==> src/rtl/video_params.sv <==
// 640x480@60 VGA timing constants shared by the drawers, the frame buffer and the scanout.
package video_params;

    localparam int HOR_ACTIVE_PIXELS = 640;
    localparam int HOR_FRONT_PORCH   = 16;
    localparam int HOR_SYNC_PIXELS   = 96;
    localparam int HOR_TOTAL_PIXELS  = 800;
    localparam int VER_ACTIVE_PIXELS = 480;
    localparam int VER_FRONT_PORCH   = 10;
    localparam int VER_SYNC_PIXELS   = 2;
    localparam int VER_TOTAL_PIXELS  = 525;
    localparam int SYNC_ACTIVE_LOW   = 1;
    localparam int ADDR_WIDTH        = $clog2(HOR_ACTIVE_PIXELS * VER_ACTIVE_PIXELS);

    // Maps a logical "sync asserted" flag onto the pin level for the chosen polarity.
    function automatic logic drive_sync(input logic asserted, input int active_low);
        return (active_low != 0) ? ~asserted : asserted;
    endfunction

endpackage

==> src/rtl/frame_buffer_scanout_vga_timing.sv <==
// Horizontal/vertical scan counters with combinational active, sync windows and
// the frame_end marker at the last cycle of the last active line.
module vga_timing
    import video_params::*;
#(
    parameter int H_ACTIVE = HOR_ACTIVE_PIXELS,
    parameter int H_FP     = HOR_FRONT_PORCH,
    parameter int H_SYNC   = HOR_SYNC_PIXELS,
    parameter int H_TOTAL  = HOR_TOTAL_PIXELS,
    parameter int V_ACTIVE = VER_ACTIVE_PIXELS,
    parameter int V_FP     = VER_FRONT_PORCH,
    parameter int V_SYNC   = VER_SYNC_PIXELS,
    parameter int V_TOTAL  = VER_TOTAL_PIXELS
) (
    input  logic clk,
    input  logic rst_n,
    output logic active,
    output logic hs,
    output logic vs,
    output logic frame_end
);

    localparam int H_W = $clog2(H_TOTAL);
    localparam int V_W = $clog2(V_TOTAL);

    localparam logic [H_W-1:0] H_LAST   = H_W'(H_TOTAL - 1);
    localparam logic [H_W-1:0] H_ACT    = H_W'(H_ACTIVE);
    localparam logic [H_W-1:0] HS_FIRST = H_W'(H_ACTIVE + H_FP);
    localparam logic [H_W-1:0] HS_LAST  = H_W'(H_ACTIVE + H_FP + H_SYNC - 1);
    localparam logic [V_W-1:0] V_LAST   = V_W'(V_TOTAL - 1);
    localparam logic [V_W-1:0] V_ACT    = V_W'(V_ACTIVE);
    localparam logic [V_W-1:0] V_ACT_LAST = V_W'(V_ACTIVE - 1);
    localparam logic [V_W-1:0] VS_FIRST = V_W'(V_ACTIVE + V_FP);
    localparam logic [V_W-1:0] VS_LAST  = V_W'(V_ACTIVE + V_FP + V_SYNC - 1);

    logic [H_W-1:0] h_q, h_d;
    logic [V_W-1:0] v_q, v_d;

    always_comb begin
        h_d = h_q + H_W'(1);
        v_d = v_q;
        if (h_q == H_LAST) begin
            h_d = '0;
            v_d = (v_q == V_LAST) ? '0 : v_q + V_W'(1);
        end
    end

    always_ff @(posedge clk or negedge rst_n) begin
        if (!rst_n) begin
            h_q <= '0;
            v_q <= '0;
        end else begin
            h_q <= h_d;
            v_q <= v_d;
        end
    end

    assign active    = (h_q < H_ACT) && (v_q < V_ACT);
    assign hs        = (h_q >= HS_FIRST) && (h_q <= HS_LAST);
    assign vs        = (v_q >= VS_FIRST) && (v_q <= VS_LAST);
    assign frame_end = (h_q == H_LAST) && (v_q == V_ACT_LAST);

endmodule

==> src/rtl/frame_buffer_scanout.sv <==
// Read-side master of the double-buffered frame buffer: VGA timing, linear read
// address, two-stage output pipeline and the per-frame buffer swap pulse.
module frame_buffer_scanout
    import video_params::drive_sync;
#(
    parameter int HOR_ACTIVE_PIXELS = video_params::HOR_ACTIVE_PIXELS,
    parameter int HOR_FRONT_PORCH   = video_params::HOR_FRONT_PORCH,
    parameter int HOR_SYNC_PIXELS   = video_params::HOR_SYNC_PIXELS,
    parameter int HOR_TOTAL_PIXELS  = video_params::HOR_TOTAL_PIXELS,
    parameter int VER_ACTIVE_PIXELS = video_params::VER_ACTIVE_PIXELS,
    parameter int VER_FRONT_PORCH   = video_params::VER_FRONT_PORCH,
    parameter int VER_SYNC_PIXELS   = video_params::VER_SYNC_PIXELS,
    parameter int VER_TOTAL_PIXELS  = video_params::VER_TOTAL_PIXELS,
    parameter int SYNC_ACTIVE_LOW   = video_params::SYNC_ACTIVE_LOW,
    localparam int ADDR_WIDTH = $clog2(HOR_ACTIVE_PIXELS * VER_ACTIVE_PIXELS)
) (
    input  logic                  clk,
    input  logic                  rst_n,
    output logic [ADDR_WIDTH-1:0] read_addr,
    input  logic                  read_data,
    output logic                  swap,
    output logic                  hsync,
    output logic                  vsync,
    output logic                  pixel_de,
    output logic                  pixel
);

    localparam logic [ADDR_WIDTH-1:0] ADDR_LAST =
        ADDR_WIDTH'(HOR_ACTIVE_PIXELS * VER_ACTIVE_PIXELS - 1);
    localparam logic SYNC_IDLE = (SYNC_ACTIVE_LOW != 0);

    logic active, hs, vs, frame_end;

    vga_timing #(
        .H_ACTIVE (HOR_ACTIVE_PIXELS),
        .H_FP     (HOR_FRONT_PORCH),
        .H_SYNC   (HOR_SYNC_PIXELS),
        .H_TOTAL  (HOR_TOTAL_PIXELS),
        .V_ACTIVE (VER_ACTIVE_PIXELS),
        .V_FP     (VER_FRONT_PORCH),
        .V_SYNC   (VER_SYNC_PIXELS),
        .V_TOTAL  (VER_TOTAL_PIXELS)
    ) u_timing (
        .clk       (clk),
        .rst_n     (rst_n),
        .active    (active),
        .hs        (hs),
        .vs        (vs),
        .frame_end (frame_end)
    );

    logic [ADDR_WIDTH-1:0] read_addr_q, read_addr_d;
    logic active_d1_q, active_d1_d;
    logic hs_d1_q, hs_d1_d;
    logic vs_d1_q, vs_d1_d;
    logic pixel_de_q, pixel_de_d;
    logic pixel_q, pixel_d;
    logic hsync_q, hsync_d;
    logic vsync_q, vsync_d;
    logic swap_q, swap_d;

    always_comb begin
        // Address tracks the active raster only, so it parks on the next line's start in blanking.
        read_addr_d = read_addr_q;
        if (active) begin
            read_addr_d = (read_addr_q == ADDR_LAST) ? '0 : read_addr_q + ADDR_WIDTH'(1);
        end
        active_d1_d = active;
        hs_d1_d     = hs;
        vs_d1_d     = vs;
        pixel_de_d  = active_d1_q;
        pixel_d     = read_data & active_d1_q;
        hsync_d     = drive_sync(hs_d1_q, SYNC_ACTIVE_LOW);
        vsync_d     = drive_sync(vs_d1_q, SYNC_ACTIVE_LOW);
        swap_d      = frame_end;
    end

    always_ff @(posedge clk or negedge rst_n) begin
        if (!rst_n) begin
            read_addr_q <= '0;
            active_d1_q <= 1'b0;
            hs_d1_q     <= 1'b0;
            vs_d1_q     <= 1'b0;
            pixel_de_q  <= 1'b0;
            pixel_q     <= 1'b0;
            hsync_q     <= SYNC_IDLE;
            vsync_q     <= SYNC_IDLE;
            swap_q      <= 1'b0;
        end else begin
            read_addr_q <= read_addr_d;
            active_d1_q <= active_d1_d;
            hs_d1_q     <= hs_d1_d;
            vs_d1_q     <= vs_d1_d;
            pixel_de_q  <= pixel_de_d;
            pixel_q     <= pixel_d;
            hsync_q     <= hsync_d;
            vsync_q     <= vsync_d;
            swap_q      <= swap_d;
        end
    end

    assign read_addr = read_addr_q;
    assign swap      = swap_q;
    assign hsync     = hsync_q;
    assign vsync     = vsync_q;
    assign pixel_de  = pixel_de_q;
    assign pixel     = pixel_q;

endmodule

==> config.mk <==
export PLATFORM = sky130hd
export DESIGN_NAME = frame_buffer_scanout
export DESIGN_NICKNAME = d
export VERILOG_FILES = /design/src/rtl/video_params.sv /design/src/rtl/frame_buffer_scanout_vga_timing.sv /design/src/rtl/frame_buffer_scanout.sv
export SDC_FILE = /design/constraint.sdc
export NUM_CORES = 1
export LEC_CHECK = 0
export BUFFER_PORTS_ARGS = -buffer_cell sky130_fd_sc_hd__buf_2
export CAP_MARGIN = 10
export CORE_MARGIN = 8
export CORE_UTILIZATION = 57
export DETAILED_ROUTE_END_ITERATION = 16
export PLACE_DENSITY_LB_ADDON = 0.05
export SYNTH_ARGS = -nofsm -noshare
export SYNTH_HDL_FRONTEND = slang
export SYNTH_SLANG_ARGS = --single-unit
==> constraint.sdc <==
create_clock -name clk -period 2.1 [get_ports clk]
set_clock_uncertainty 0.15 [all_clocks]
set_input_delay 0.315 -clock clk [delete_from_list [all_inputs] [get_ports clk]]
set_output_delay 0.315 -clock clk [all_outputs]
set_load 0.01 [all_outputs]
==> results.py <==
metrics = {
    "logic_synthesis": {
        "synth_fp_nets": 231,
        "post_synth_num_cell_types": 42,
        "netlist_instances": 222,
        "synth_area_um2": 2310,
        "avgSynthCellArea_um2": 10.4,
        "yosysSeqAreaShare_pct": 51.1,
        "synth-warning-count": 0,
        "ys_ff_latch": 47,
    },
    "die": {
        "coreArea_um2": 3940,
        "die_area_um2": 6340,
        "initial_core_util_pct": 58.6,
        "row_count": 23,
        "ios": 27,
        "die_w_um": 79.6,
        "die_h_um": 79.6,
    },
    "detailed_routing": {
        "via_count": 1795,
        "via_per_inst": 5.68,
        "drt-total-wl_mm": 4.70,
        "dr_wl_met3_um": 301,
        "m1WireLength_mm": 2.19,
        "routed.top_layer": "met4",
        "drt_iter0_drc": 105,
        "wl_met2_mm": 2.13,
        "drtPass1Iterations": 5,
        "drc": 0,
        "antenna_left": 0,
        "wl_per_cell_um": 14.9,
    },
    "place": {
        "dp.final_hpwl_mm": 3.31,
        "place.gp.congestion": 0.836,
        "place_ws_ns": 0.0581,
        "portBuffers": 26,
        "dpl-instance-area_um2": 2560,
    },
    "finish": {
        "seqCellArea_um2": 1180,
        "finalInstanceArea_um2": 2690,
        "layout_commonest_cell": "dfrtp_1",
        "multi_input_area_um2": 1080,
        "mostFrequentLayoutCells": "45 x dfrtp_1, 26 x buf_2, 18 x nand2_1",
        "syn_to_final_growth_pct": 16.5,
        "fin_nets": 274,
        "fillers": 302,
        "layout-drive-gt1-share_pct": 20.7,
        "final_util_pct": 68.2,
        "antennaDiodeCount": 0,
    },
    "sta": {
        "slew_headroom_pct": 75.8,
        "worst_pin_slew_ns": 0.358,
        "fmaxAchievable_mhz": 477,
        "slew_violations": 0,
        "hold_viol": 0,
        "fin_tns_setup_ns": 0,
        "min_period_ns": 2.10,
        "report.final.setup_viol": 0,
        "rsz0062_at_grt": "true",
        "finalCritPeriodShare_pct": 99.8,
        "fin_ws_ns": 0.00433,
    },
    "critical_path": {
        "endpoint_kind": "flip-flop",
        "cp_data_required_time_ns": 2.15,
        "crit_fanout": 3,
        "crit_type": "reg -> reg",
        "reg2reg_slack_ns": 0.004,
        "r2r-end": "u_timing.v_q[0]",
        "cp.arrival_ns": 2.15,
        "worstRegToRegCells": 6,
        "worst_setup_path_start_kind": "flip-flop",
        "r2r_start": "u_timing.v_q[0]",
    },
    "clock_network": {
        "cts_tree": "built",
        "htree_levels": 2,
        "clk_latency_ns": 0.31,
        "clock_path_buffers": 2,
        "cts.sinks": 47,
        "clock_tree.root_cell": "clkbuf_8",
        "cts_buffers": 5,
        "clk_pin_slew_worst_paths_ns": 0.08,
    },
    "power_and_ir_drop": {
        "finalPower_w": 0.00146,
        "p_per_area_nw_per_um2": 544,
        "ir_worst_vdd_v": 0.000317,
        "p_leak_nw": 1.21,
    },
    "run": {
        "maxCapViolCount": 0,
    },
    "grt": {
        "grt_pass1_vias": 1771,
        "grt_pass1_wl_mm": 8.04,
        "grt.overflow.total": 0,
        "grt_max_degree": 48,
        "track_usage_pct": 15.9,
        "grt_antenna_before_repair": 0,
    },
    "outcome": {
        "status": "complete, no violations",
    },
    "worst_hold_path": {
        "hold_class": "in -> reg",
        "holdPathStages": 2,
        "min_to": "pixel",
        "hold_start": "read_data",
    },
}
routing by layer:
metal | global-route usage, % | vias to the layer above
met2 | 24.3 | 47
met3 | 4.05 | 6
met5 | 0 | -
met1 | 20.5 | 860
li1 | - | 882
met4 | 7.22 | 0
what timing repair did:
item                                   in CTS  in global routing
hold buffers                                1                  0
buffers inserted                            0                  3
setup endpoints to repair                   0                  3
endpoints found under the hold margin      45                  0
gates resized for setup                     0                  5
report_power, final:
part | internal, W | switching, W
sequential | 0.000905 | 0.000000189
clock | 0.000237 | 0.000293
combinational | 0.00000759 | 0.0000189
logic make-up (layout without fill, tap and decap cells):
family	Yosys count	in the layout	synth area share, %
and+or+nand+nor	96	96	23.5
DFF	47	47	51.1
AOI/OAI and AO/OA	33	33	9.43
xor gates and xnor gates	20	20	7.59
buffers and inverters	15	59	2.93
adders and majority gates	6	6	3.25
muxes	5	5	2.28
worst max-delay path, cell delays in order, from the launching register on:
cell,delay (ns)
dfrtp_1,0.41
inv_2,0.08
ha_1,0.13
or4b_4,0.47
nor4_4,0.37
nor2_1,0.11
mux2_2,0.27
worst max path at each step:
stage,startpoint,end,slack (ns),cells after the start
2_1_floorplan,u_timing.v_q[0],u_timing.v_q[9],0.18,6
3_3_place_gp,u_timing.v_q[0],u_timing.v_q[0],0.12,6
3_5_place_dp,u_timing.v_q[0],u_timing.v_q[9],0.06,6
4_1_cts,u_timing.v_q[0],u_timing.v_q[9],0.03,6
5_1_grt,u_timing.v_q[0],u_timing.v_q[0],-0.07,6
6_report,u_timing.v_q[0],u_timing.v_q[0],0.004,6
cell type report:
type / count / share of cell area (%)
clock buffers: 8 / 2.98
inverters: 12 / 1.68
multi-input cells: 160 / 40.2
flip-flops and latches: 47 / 43.8
well taps: 50 / 2.33
repair buffers: 39 / 9.03
cells in the mapped netlist:
cell | count | share of area (%)
nor4_4 | 1 | 0.92
mux2_2 | 2 | 0.98
nand4b_1 | 1 | 0.38
nand4_1 | 10 | 2.7
a41oi_1 | 1 | 0.38
mux2i_1 | 3 | 1.3
o211ai_1 | 2 | 0.65
o21a_1 | 1 | 0.33
or3_1 | 1 | 0.27
and2_1 | 7 | 1.9
a21oi_1 | 7 | 1.5
nor2b_1 | 2 | 0.54
o31ai_1 | 7 | 2.3
a22o_1 | 2 | 0.76
or4b_1 | 1 | 0.43
nand3_2 | 1 | 0.43
nand2b_1 | 1 | 0.27
o21ai_2 | 1 | 0.38
dfrtp_1 | 45 | 49
nand2_1 | 18 | 2.9
and3_1 | 5 | 1.4
buf_6 | 1 | 0.49
xor2_1 | 7 | 2.7
and4_1 | 2 | 0.76
o2111ai_1 | 1 | 0.38
nor4_1 | 2 | 0.54
nand3b_1 | 1 | 0.33
nor3_1 | 5 | 1.1
ha_1 | 6 | 3.3
o21ai_0 | 9 | 2.0
inv_1 | 12 | 2.0
nor2_1 | 15 | 2.4
or4_1 | 4 | 1.3
and4_4 | 1 | 0.49
xnor2_1 | 13 | 4.9
clkbuf_1 | 1 | 0.16
a21boi_0 | 1 | 0.33
nor4b_1 | 3 | 1.1
nand3_1 | 15 | 3.3
o2111a_1 | 1 | 0.49
buf_4 | 1 | 0.33
dfstp_2 | 2 | 2.3
flip-flops by register name (all words and copies together), names as in the netlist:
name	flops
active_d1_q	1
pixel	1
u_timing.v_q	10
read_addr	19
vs_d1_q	1
hs_d1_q	1
swap	1
vsync	1
u_timing.h_q	10
pixel_de	1
hsync	1
per-stage QoR:
step           instances  hold WS [ns]
6_report             316        0.0707
3_5_place_dp         304         0.170
4_1_cts              313        0.0674
2_1_floorplan        222        -0.131
3_3_place_gp         304         0.166
5_1_grt              316        0.0713
No activity file was read; power rests on OpenSTA's default activity.
